File: src/rtl/cart_access_arbiter_pkg.sv
// Shared types and constants for the cartridge access arbiter.
package cart_access_arbiter_pkg;

  localparam int unsigned ADDR_W   = 24;
  localparam int unsigned DATA_W   = 8;
  localparam int unsigned STARVE_W = 4;
  localparam int unsigned CNT_W    = 3;

  // Requester indices
  localparam logic REQ_CPU = 1'b0;
  localparam logic REQ_DMA = 1'b1;

  // Cartridge window: banks 00/01 only, upper half of each bank
  localparam logic [ADDR_W-1:0] CART_BANK_MASK = 24'hFE_0000;
  localparam int unsigned       CART_SEL_BIT   = 15;

  typedef enum logic [1:0] {
    IDLE  = 2'd0,
    ISSUE = 2'd1,
    WAIT  = 2'd2,
    RESP  = 2'd3
  } arb_state_t;

  typedef struct packed {
    logic [ADDR_W-1:0] addr;
    logic              write;
    logic [DATA_W-1:0] wdata;
  } cart_req_t;

  // True when the address decodes to the cartridge ROM window
  function automatic logic is_mapped(input logic [ADDR_W-1:0] addr);
    return ((addr & CART_BANK_MASK) == '0) && addr[CART_SEL_BIT];
  endfunction

endpackage

File: src/rtl/cart_arb_priority.sv
// Winner select (DMA first, CPU forced through after MAX_STARVE) plus starve counter.
module cart_arb_priority
  import cart_access_arbiter_pkg::*;
#(
  parameter int unsigned MAX_STARVE = 4
) (
  input  logic clk,
  input  logic reset,
  input  logic cpu_req_i,
  input  logic dma_req_i,
  input  logic grant_i,
  output logic win_dma_c
);

  logic [STARVE_W-1:0] starve_q, starve_d;
  logic                starve_full_c;
  logic                cpu_wins_c;

  assign starve_full_c = (starve_q == STARVE_W'(MAX_STARVE));
  assign cpu_wins_c    = cpu_req_i && (!dma_req_i || starve_full_c);
  assign win_dma_c     = !cpu_wins_c;

  // Count DMA grants that bypass a pending CPU; any CPU grant clears the count
  always_comb begin
    starve_d = starve_q;
    if (grant_i) begin
      if (cpu_wins_c) begin
        starve_d = '0;
      end else if (cpu_req_i && !starve_full_c) begin
        starve_d = starve_q + STARVE_W'(1);
      end
    end
  end

  // Starve counter register
  always_ff @(posedge clk or posedge reset) begin
    if (reset) begin
      starve_q <= '0;
    end else begin
      starve_q <= starve_d;
    end
  end

endmodule

File: src/rtl/cart_access_arbiter.sv
// Two-port (CPU/DMA) arbiter in front of the cartridge ROM, with open-bus reads.
module cart_access_arbiter
  import cart_access_arbiter_pkg::*;
#(
  parameter int unsigned RD_LATENCY = 1,
  parameter int unsigned MAX_STARVE = 4
) (
  input  logic              clk,
  input  logic              reset,
  input  logic              cpu_req,
  input  logic [ADDR_W-1:0] cpu_addr,
  input  logic              cpu_write,
  input  logic [DATA_W-1:0] cpu_wdata,
  output logic              cpu_ack,
  input  logic              dma_req,
  input  logic [ADDR_W-1:0] dma_addr,
  input  logic              dma_write,
  input  logic [DATA_W-1:0] dma_wdata,
  output logic              dma_ack,
  output logic [DATA_W-1:0] rdata_out,
  output logic [ADDR_W-1:0] a_addr,
  output logic              a_read,
  output logic              a_write,
  output logic              cart_en,
  output logic [DATA_W-1:0] wdata,
  input  logic [DATA_W-1:0] rdata
);

  arb_state_t        state_q, state_d;
  logic              win_q, win_d;
  logic              write_q, write_d;
  logic [CNT_W-1:0]  cnt_q, cnt_d;
  logic [DATA_W-1:0] open_bus_q, open_bus_d;
  logic [ADDR_W-1:0] a_addr_q, a_addr_d;
  logic [DATA_W-1:0] wdata_q, wdata_d;
  logic [DATA_W-1:0] rdata_out_q, rdata_out_d;
  logic              a_read_q, a_read_d;
  logic              a_write_q, a_write_d;
  logic              cart_en_q, cart_en_d;
  logic              cpu_ack_q, cpu_ack_d;
  logic              dma_ack_q, dma_ack_d;

  logic              grant_c;
  logic              win_dma_c;
  logic              enter_resp_c;
  cart_req_t         win_pl_c;

  assign grant_c  = (state_q == IDLE) && (cpu_req || dma_req);
  assign win_pl_c = win_dma_c ? cart_req_t'{dma_addr, dma_write, dma_wdata}
                              : cart_req_t'{cpu_addr, cpu_write, cpu_wdata};

  cart_arb_priority #(
    .MAX_STARVE (MAX_STARVE)
  ) u_prio (
    .clk       (clk),
    .reset     (reset),
    .cpu_req_i (cpu_req),
    .dma_req_i (dma_req),
    .grant_i   (grant_c),
    .win_dma_c (win_dma_c)
  );

  // Next-state and registered-output logic; strobes are loaded on entry to ISSUE
  always_comb begin
    state_d      = state_q;
    win_d        = win_q;
    write_d      = write_q;
    cnt_d        = cnt_q;
    open_bus_d   = open_bus_q;
    a_addr_d     = a_addr_q;
    wdata_d      = wdata_q;
    rdata_out_d  = rdata_out_q;
    a_read_d     = 1'b0;
    a_write_d    = 1'b0;
    cart_en_d    = 1'b0;
    enter_resp_c = 1'b0;

    unique case (state_q)
      IDLE: begin
        if (grant_c) begin
          win_d   = win_dma_c ? REQ_DMA : REQ_CPU;
          write_d = win_pl_c.write;
          if (is_mapped(win_pl_c.addr)) begin
            state_d   = ISSUE;
            a_addr_d  = win_pl_c.addr;
            wdata_d   = win_pl_c.wdata;
            cart_en_d = 1'b1;
            a_read_d  = !win_pl_c.write;
            a_write_d = win_pl_c.write;
          end else begin
            state_d      = RESP;
            enter_resp_c = 1'b1;
            rdata_out_d  = open_bus_q;
          end
        end
      end
      ISSUE: begin
        if (write_q) begin
          state_d      = RESP;
          enter_resp_c = 1'b1;
          rdata_out_d  = open_bus_q;
        end else begin
          state_d = WAIT;
          cnt_d   = '0;
        end
      end
      WAIT: begin
        if (cnt_q == CNT_W'(RD_LATENCY - 1)) begin
          state_d      = RESP;
          enter_resp_c = 1'b1;
          open_bus_d   = rdata;
          rdata_out_d  = rdata;
        end else begin
          cnt_d = cnt_q + CNT_W'(1);
        end
      end
      RESP: begin
        state_d = IDLE;
      end
      default: begin
        state_d = IDLE;
      end
    endcase

    cpu_ack_d = enter_resp_c && (win_d == REQ_CPU);
    dma_ack_d = enter_resp_c && (win_d == REQ_DMA);
  end

  // State and output registers
  always_ff @(posedge clk or posedge reset) begin
    if (reset) begin
      state_q     <= IDLE;
      win_q       <= REQ_CPU;
      write_q     <= 1'b0;
      cnt_q       <= '0;
      open_bus_q  <= '0;
      a_addr_q    <= '0;
      wdata_q     <= '0;
      rdata_out_q <= '0;
      a_read_q    <= 1'b0;
      a_write_q   <= 1'b0;
      cart_en_q   <= 1'b0;
      cpu_ack_q   <= 1'b0;
      dma_ack_q   <= 1'b0;
    end else begin
      state_q     <= state_d;
      win_q       <= win_d;
      write_q     <= write_d;
      cnt_q       <= cnt_d;
      open_bus_q  <= open_bus_d;
      a_addr_q    <= a_addr_d;
      wdata_q     <= wdata_d;
      rdata_out_q <= rdata_out_d;
      a_read_q    <= a_read_d;
      a_write_q   <= a_write_d;
      cart_en_q   <= cart_en_d;
      cpu_ack_q   <= cpu_ack_d;
      dma_ack_q   <= dma_ack_d;
    end
  end

  assign a_addr    = a_addr_q;
  assign wdata     = wdata_q;
  assign rdata_out = rdata_out_q;
  assign a_read    = a_read_q;
  assign a_write   = a_write_q;
  assign cart_en   = cart_en_q;
  assign cpu_ack   = cpu_ack_q;
  assign dma_ack   = dma_ack_q;

endmodule

File: config.mk
export PLATFORM = sky130hd
export DESIGN_NAME = cart_access_arbiter
export DESIGN_NICKNAME = d
export VERILOG_FILES = /design/src/rtl/cart_access_arbiter_pkg.sv /design/src/rtl/cart_arb_priority.sv /design/src/rtl/cart_access_arbiter.sv
export SDC_FILE = /design/constraint.sdc
export NUM_CORES = 1
export LEC_CHECK = 0
export CAP_MARGIN = 20
export CELL_PAD_IN_SITES_DETAIL_PLACEMENT = 1
export CELL_PAD_IN_SITES_GLOBAL_PLACEMENT = 1
export CORE_MARGIN = 3
export CORE_UTILIZATION = 35
export DETAILED_ROUTE_END_ITERATION = 16
export PLACE_DENSITY_LB_ADDON = 0.05
export RECOVER_POWER = 100
export SLEW_MARGIN = 10
export SYNTH_ARGS = -nofsm -noshare
export SYNTH_HDL_FRONTEND = slang
export SYNTH_SLANG_ARGS = --single-unit
File: constraint.sdc
create_clock -name clk -period 3.43 [get_ports clk]
set_clock_uncertainty 0.1 [all_clocks]
set_input_delay 0.5145 -clock clk [delete_from_list [all_inputs] [get_ports clk]]
set_output_delay 0.5145 -clock clk [all_outputs]
set_load 0.01 [all_outputs]
* Yosys cells after proc, flatten, opt, wreduce, memory -nomap -nowiden
Index checks and enable logic that the tools add are counted. Widths: inputs -> output; s select.
Cells by class: add/sub/neg operators 2, multipliers 0, divide/modulo/power cells 0, order comparisons 0, equality and inequality tests 10, shift operators 0, muxes and demuxes 33, bitwise logic cells 1, reduce and logical (&&, ||, !) cells 24
Operator list (number):
- $mux 33 | 1
- $mux 8 | 4
- $logic_not 24->1 | 1
- $pmux 8 s3 | 1
- $mux 1 | 17
- $ne 2x2->1 const B | 6
- $mux 4 | 2
- $pmux 2 s4 | 1
- $reduce_and 2->1 | 4
- $logic_and 1x1->1 | 6
- $mux 2 | 3
- $mux 3 | 2
- $pmux 3 s2 | 1
- $reduce_and 3->1 | 2
- $reduce_and 5->1 | 1
- $add 4x1->4 const B | 1
- $eq 2x2->1 const B | 2
- $eq 4x3->1 const B | 1
- $reduce_bool 2->1 | 2
- $add 3x1->3 const B | 1
- $logic_not 1->1 | 3
- $logic_not 3->1 | 1
- $pmux 1 s3 | 1
- $reduce_bool 3->1 | 1
- other kinds (4) | 5
Storage, ports and cells: register bits 64, latch bits 0, bits in writable memories 0, ROM bits 0, bits of input ports 78, output and inout port bits 45, word-level logic and storage cells 84, memories kept 0

* Logic depth before layout (Yosys ltp)
word-level depth 10, depth in mapped cells 8, mapped depth without buffers 6

* Cells and area by module
From an unflattened synthesis, not the netlist that was laid out.
Second synthesis, totals: cell total of the unflattened synthesis 240, area total of the unflattened synthesis 3198.1 um2
Modules (own cells, without submodules):
- cart_access_arbiter | times used 1, cells each 211, area an instance 2950.3 um2, sequential area each 1501.4 um2
- cart_arb_priority | times used 1, cells each 29, area an instance 247.7 um2, sequential area each 100.1 um2

* Worst setup path after synthesis
No wires, ideal clock.
path type register -> register, start register state_q[0], end register rdata_out_q[2], in the netlist rdata_out[2], library setup time 131 ps, data arrival time 2218 ps, data required time 3199 ps, path slack 980 ps, stages on the path, launching flop included 9, buffers on the path 2, period minus slack after synthesis 2450 ps, path through dfrtp_1 -> inv_1 -> ha_1 -> buf_6 -> nor3b_4 -> a2111oi_4 -> buf_6 -> mux2_1 -> or3_1
Between the ends: word-level cells in the longest chain between the ends 4, elaborated cells between the ends (all ways) 11, classes of those cells eq/ne (6); mux (1); reduce/logical (4)
RTL lines:
- from (decl) | line cart_access_arbiter.sv:29 | arb_state_t state_q, state_d;
- from (signal assigned) | line cart_access_arbiter.sv:146 | state_q <= state_d;
- $logic_not 2->1 | line cart_access_arbiter.sv:48, cart_access_arbiter.sv:78
- $logic_and 1x1->1 | line cart_access_arbiter.sv:48 | assign grant_c = (state_q == IDLE) && (cpu_req || dma_req);
- $ne 2x2->1 (no source line)
- $reduce_and 5->1 (no source line)
- to (signal assigned) | line cart_access_arbiter.sv:153 | rdata_out_q <= rdata_out_d;
- to (decl) | line cart_access_arbiter.sv:36 | logic [DATA_W-1:0] rdata_out_q, rdata_out_d;
Parallel ways exist; a longest one is shown, timed or not. A chain may end at the register's enable or synchronous reset.

* Worst setup path after layout
start input port dma_addr[17], end register a_addr_q[7], in the netlist a_addr[7]
Between the ends: word-level cells in the longest chain between the ends 4
RTL lines:
- from (decl) | line cart_access_arbiter.sv:16 | input logic [ADDR_W-1:0] dma_addr,
- $mux 33 | line cart_access_arbiter.sv:49 | assign win_pl_c = win_dma_c ? cart_req_t'{dma_addr, dma_write, dma_wdata}
- $logic_not 24->1 | line cart_access_arbiter_pkg.sv:32 | return ((addr & CART_BANK_MASK) == '0) && addr[CART_SEL_BIT];
- $logic_and 1x1->1 | line cart_access_arbiter_pkg.sv:32
- $reduce_and 3->1 (no source line)
- to (signal assigned) | line cart_access_arbiter.sv:151 | a_addr_q <= a_addr_d;
- to (decl) | line cart_access_arbiter.sv:34 | logic [ADDR_W-1:0] a_addr_q, a_addr_d;
No other way between the ends.

==> flow_summary.toml <==
[setup_path]
path_class = "primary input to flip-flop"
start_kind = "primary input"
worst_r2r_startpoint = "state_q[0]$_DFFE_PP0P_"
critical-path-max-stage-delay_ps = 660
crit_chain = "dlygate4sd3_1 -> nor4_1 -> nand4_1 -> a21oi_4 -> clkbuf_2 -> mux2_2"
crit_fanout = 35
r2r_setup_slack_ps = 580
r2r_cells = 6
end_kind = "flip-flop"
worst_r2r_endpoint = "rdata_out[7]$_DFFE_PP0P_"
crit_slowest_cell = "clkbuf_2"
required_ps = 3560
worstPathArrival_ps = 3130

[placement]
portBuffers = 122
gp_congestion = 0.7397
dp_hpwl_um = 6895
place_area_um2 = 4791

[power_and_ir_drop]
power_density_nw_per_um2 = 595.1
peakVddDrop_mv = 0.3192
p_leak_nw = 2.217
power_mw = 2.943

[grt]
overflow = 0
grtUsageTotal = 0.1801
grt_pass1_vias = 3037
antenna_found_initial = 0
grt_pass1_wl_um = 15790
grt_max_degree = 36

[synthesis]
syn_area_um2 = 3415
avgSynthCellArea_um2 = 12.19
ys_async_sr_fraction = 1.000
synth.distinct_cells = 46
yosys_most_used_dff = "dfrtp_1"
ys_top_cells_by_area = "dfrtp_1 47%, mux2_2 19%, nor4b_2 4.4%"
synth_edf_count = 0
synth_top_area_share = 0.4690
ys_ff_latch = 64
yosysSeqAreaShare = 0.4690
synth_warnings = 0
yosysTopAreaCell = "dfrtp_1"
synthCells = 280
syn_nets = 366

[finish]
final_layout_size_suffix_gt1_frac = 0.2311
final_nets = 492
final_util = 0.5276
num_antenna_cells = 0
final_area_um2 = 4945
fill_cells = 1037
area_delta_synth_final_pct = 44.81

[routing]
drtIter0Drc = 41
vias = 2629
drt_wl_total_um = 9392
antenna_left = 0
avgRoutedWirePerCell_um = 17.39
vias_per_cell = 4.869
detail_route.drc_violations = 0
dr.pass1.iters = 5

[sta]
rsz0062_at_grt = "no"
slew_violations = 0
worst_pin_slew_ps = 1307
post-route-min-period_ps = 3003
period_share = 0.8755
fmax_mhz = 333.0
hold_viol = 0
setup_viol = 0
slew_headroom = 0.1278
setup-tns-final_ps = 0

[floorplan]
fp.dieW_um = 104.8
die_area_um2 = 10980
core_area_um2 = 9371
die_h_um = 104.8
io_pins = 123
start_util = 0.3644
num_rows = 35

[worst_hold_path]
min_delay_path_depth = 1
worstHoldStart = "a_addr[15]$_DFFE_PP0P_"
min_path_type = "flip-flop to flip-flop"
whs_endpoint = "a_addr[15]$_DFFE_PP0P_"

[clock_network]
clk_pin_slew_ps = 80
cts_tree = "built"
ctsLongestPathBuffers = 2
root_buffer = "clkbuf_8"
post_cts_resized = 0
cts_made_buffers = 9
post_cts_buffers = 0
worstSkewPairLatency_ps = 350
h-tree-depth = 3
hold_buffers = 0
cts_sinks = 64

[flow_run]
max_cap_viol_count = 0

[outcome]
status = "finished clean"
[cells in the final DEF, fill, tap and decap left out, drive strengths merged, types with 2 or more instances in the layout]
cell type,Yosys,routed
clkdlybuf4s50,0,74
dfrtp,64,64
mux2,64,64
dlygate4sd3,0,48
nand2,14,14
a21oi,14,14
clkbuf,4,14
nor2,13,13
nor4b,10,10
nor2b,10,10
inv,9,10
mux2i,9,9
or3,8,8
ha,8,8
o21ai,7,7
nand3,6,6
buf,11,4
a22o,3,3
nor4,3,3
nor3b,2,2
a31oi,2,2
clkinvlp,0,2
nand2b,2,2
clkinv,0,2
[kinds of logic after synthesis]
kind of cell,synth area share
xor+xnor,0.005131
buf+inv,0.03664
flops,0.4690
compound gates,0.06853
simple gates,0.1539
mux,0.2375
fa+ha+maj,0.02932
[registers in the layout, summed over array words and instances (netlist names), 2 cells and up]
| signal | flops |
|---|---|
| rdata_out | 8 |
| open_bus_q | 8 |
| u_prio.starve_q | 4 |
| a_addr | 24 |
| state_q | 2 |
| wdata | 8 |
| cnt_q | 3 |
[report_power, final]
part           internal (mW)  switching (mW)  total [mW]
clock network          0.358           0.324       0.682
registers              0.919           0.108        1.03
logic                  0.666           0.567        1.23
[routing by layer]
metal	vias to the layer above	GRT usage	wire, um
met5	-	0	0
met4	0	0.03374	75
met3	6	0.06980	585
met2	59	0.3084	4857
met1	1304	0.2163	3874
li1	1260	-	-
[stage by stage]
step                      instances  setup slack [ps]  hold WS (ps)
after floorplan                 280             980.4         371.8
after global placement          524             449.3         360.0
after detailed placement        524             297.3         362.1
after CTS                       540             554.7         394.4
after global routing            540             269.8         412.3
final                           540             427.0         386.5
[synth_stat cells, drive strengths merged, types with 2 or more instances]
cell,count
dfrtp,64
mux2,64
a21oi,14
nand2,14
nor2,13
buf,11
nor2b,10
nor4b,10
inv,9
mux2i,9
ha,8
or3,8
o21ai,7
nand3,6
clkbuf,4
a22o,3
nor4,3
a31oi,2
nand2b,2
nor3b,2
[critical path: cells and delay by family]
kind | cells | cell delay (ps)
simple gates | 2 | 800
buf+inv | 2 | 1190
compound gates | 1 | 200
mux | 1 | 420
[final cells by class]
class | instances | area, um2 | share of cell area
Multi-Input combinational cell | 192 | 1674 | 0.3386
Timing Repair Buffer | 130 | 1269 | 0.2566
Tap cell | 129 | 161.4 | 0.03264
Inverter | 9 | 33.78 | 0.006832
Clock inverter | 6 | 67.56 | 0.01366
Clock buffer | 10 | 137.6 | 0.02783
Sequential cell | 64 | 1602 | 0.3239
[worst max-delay path by stage]
| stage | slack [ps] | start | cells after the start | to |
|---|---|---|---|---|
| floorplan | 980 | state_q[0]$_DFFE_PP0P_ | 8 | rdata_out[2]$_DFFE_PP0P_ |
| global route | 270 | dma_addr[17] | 6 | a_addr[7]$_DFFE_PP0P_ |
| finish | 430 | dma_addr[17] | 6 | a_addr[7]$_DFFE_PP0P_ |
| CTS | 550 | state_q[0]$_DFFE_PP0P_ | 6 | rdata_out[7]$_DFFE_PP0P_ |
| detailed placement | 300 | dma_req | 5 | rdata_out[7]$_DFFE_PP0P_ |
| global placement | 450 | dma_req | 5 | rdata_out[5]$_DFFE_PP0P_ |
Power figures use the tool's default switching activity.
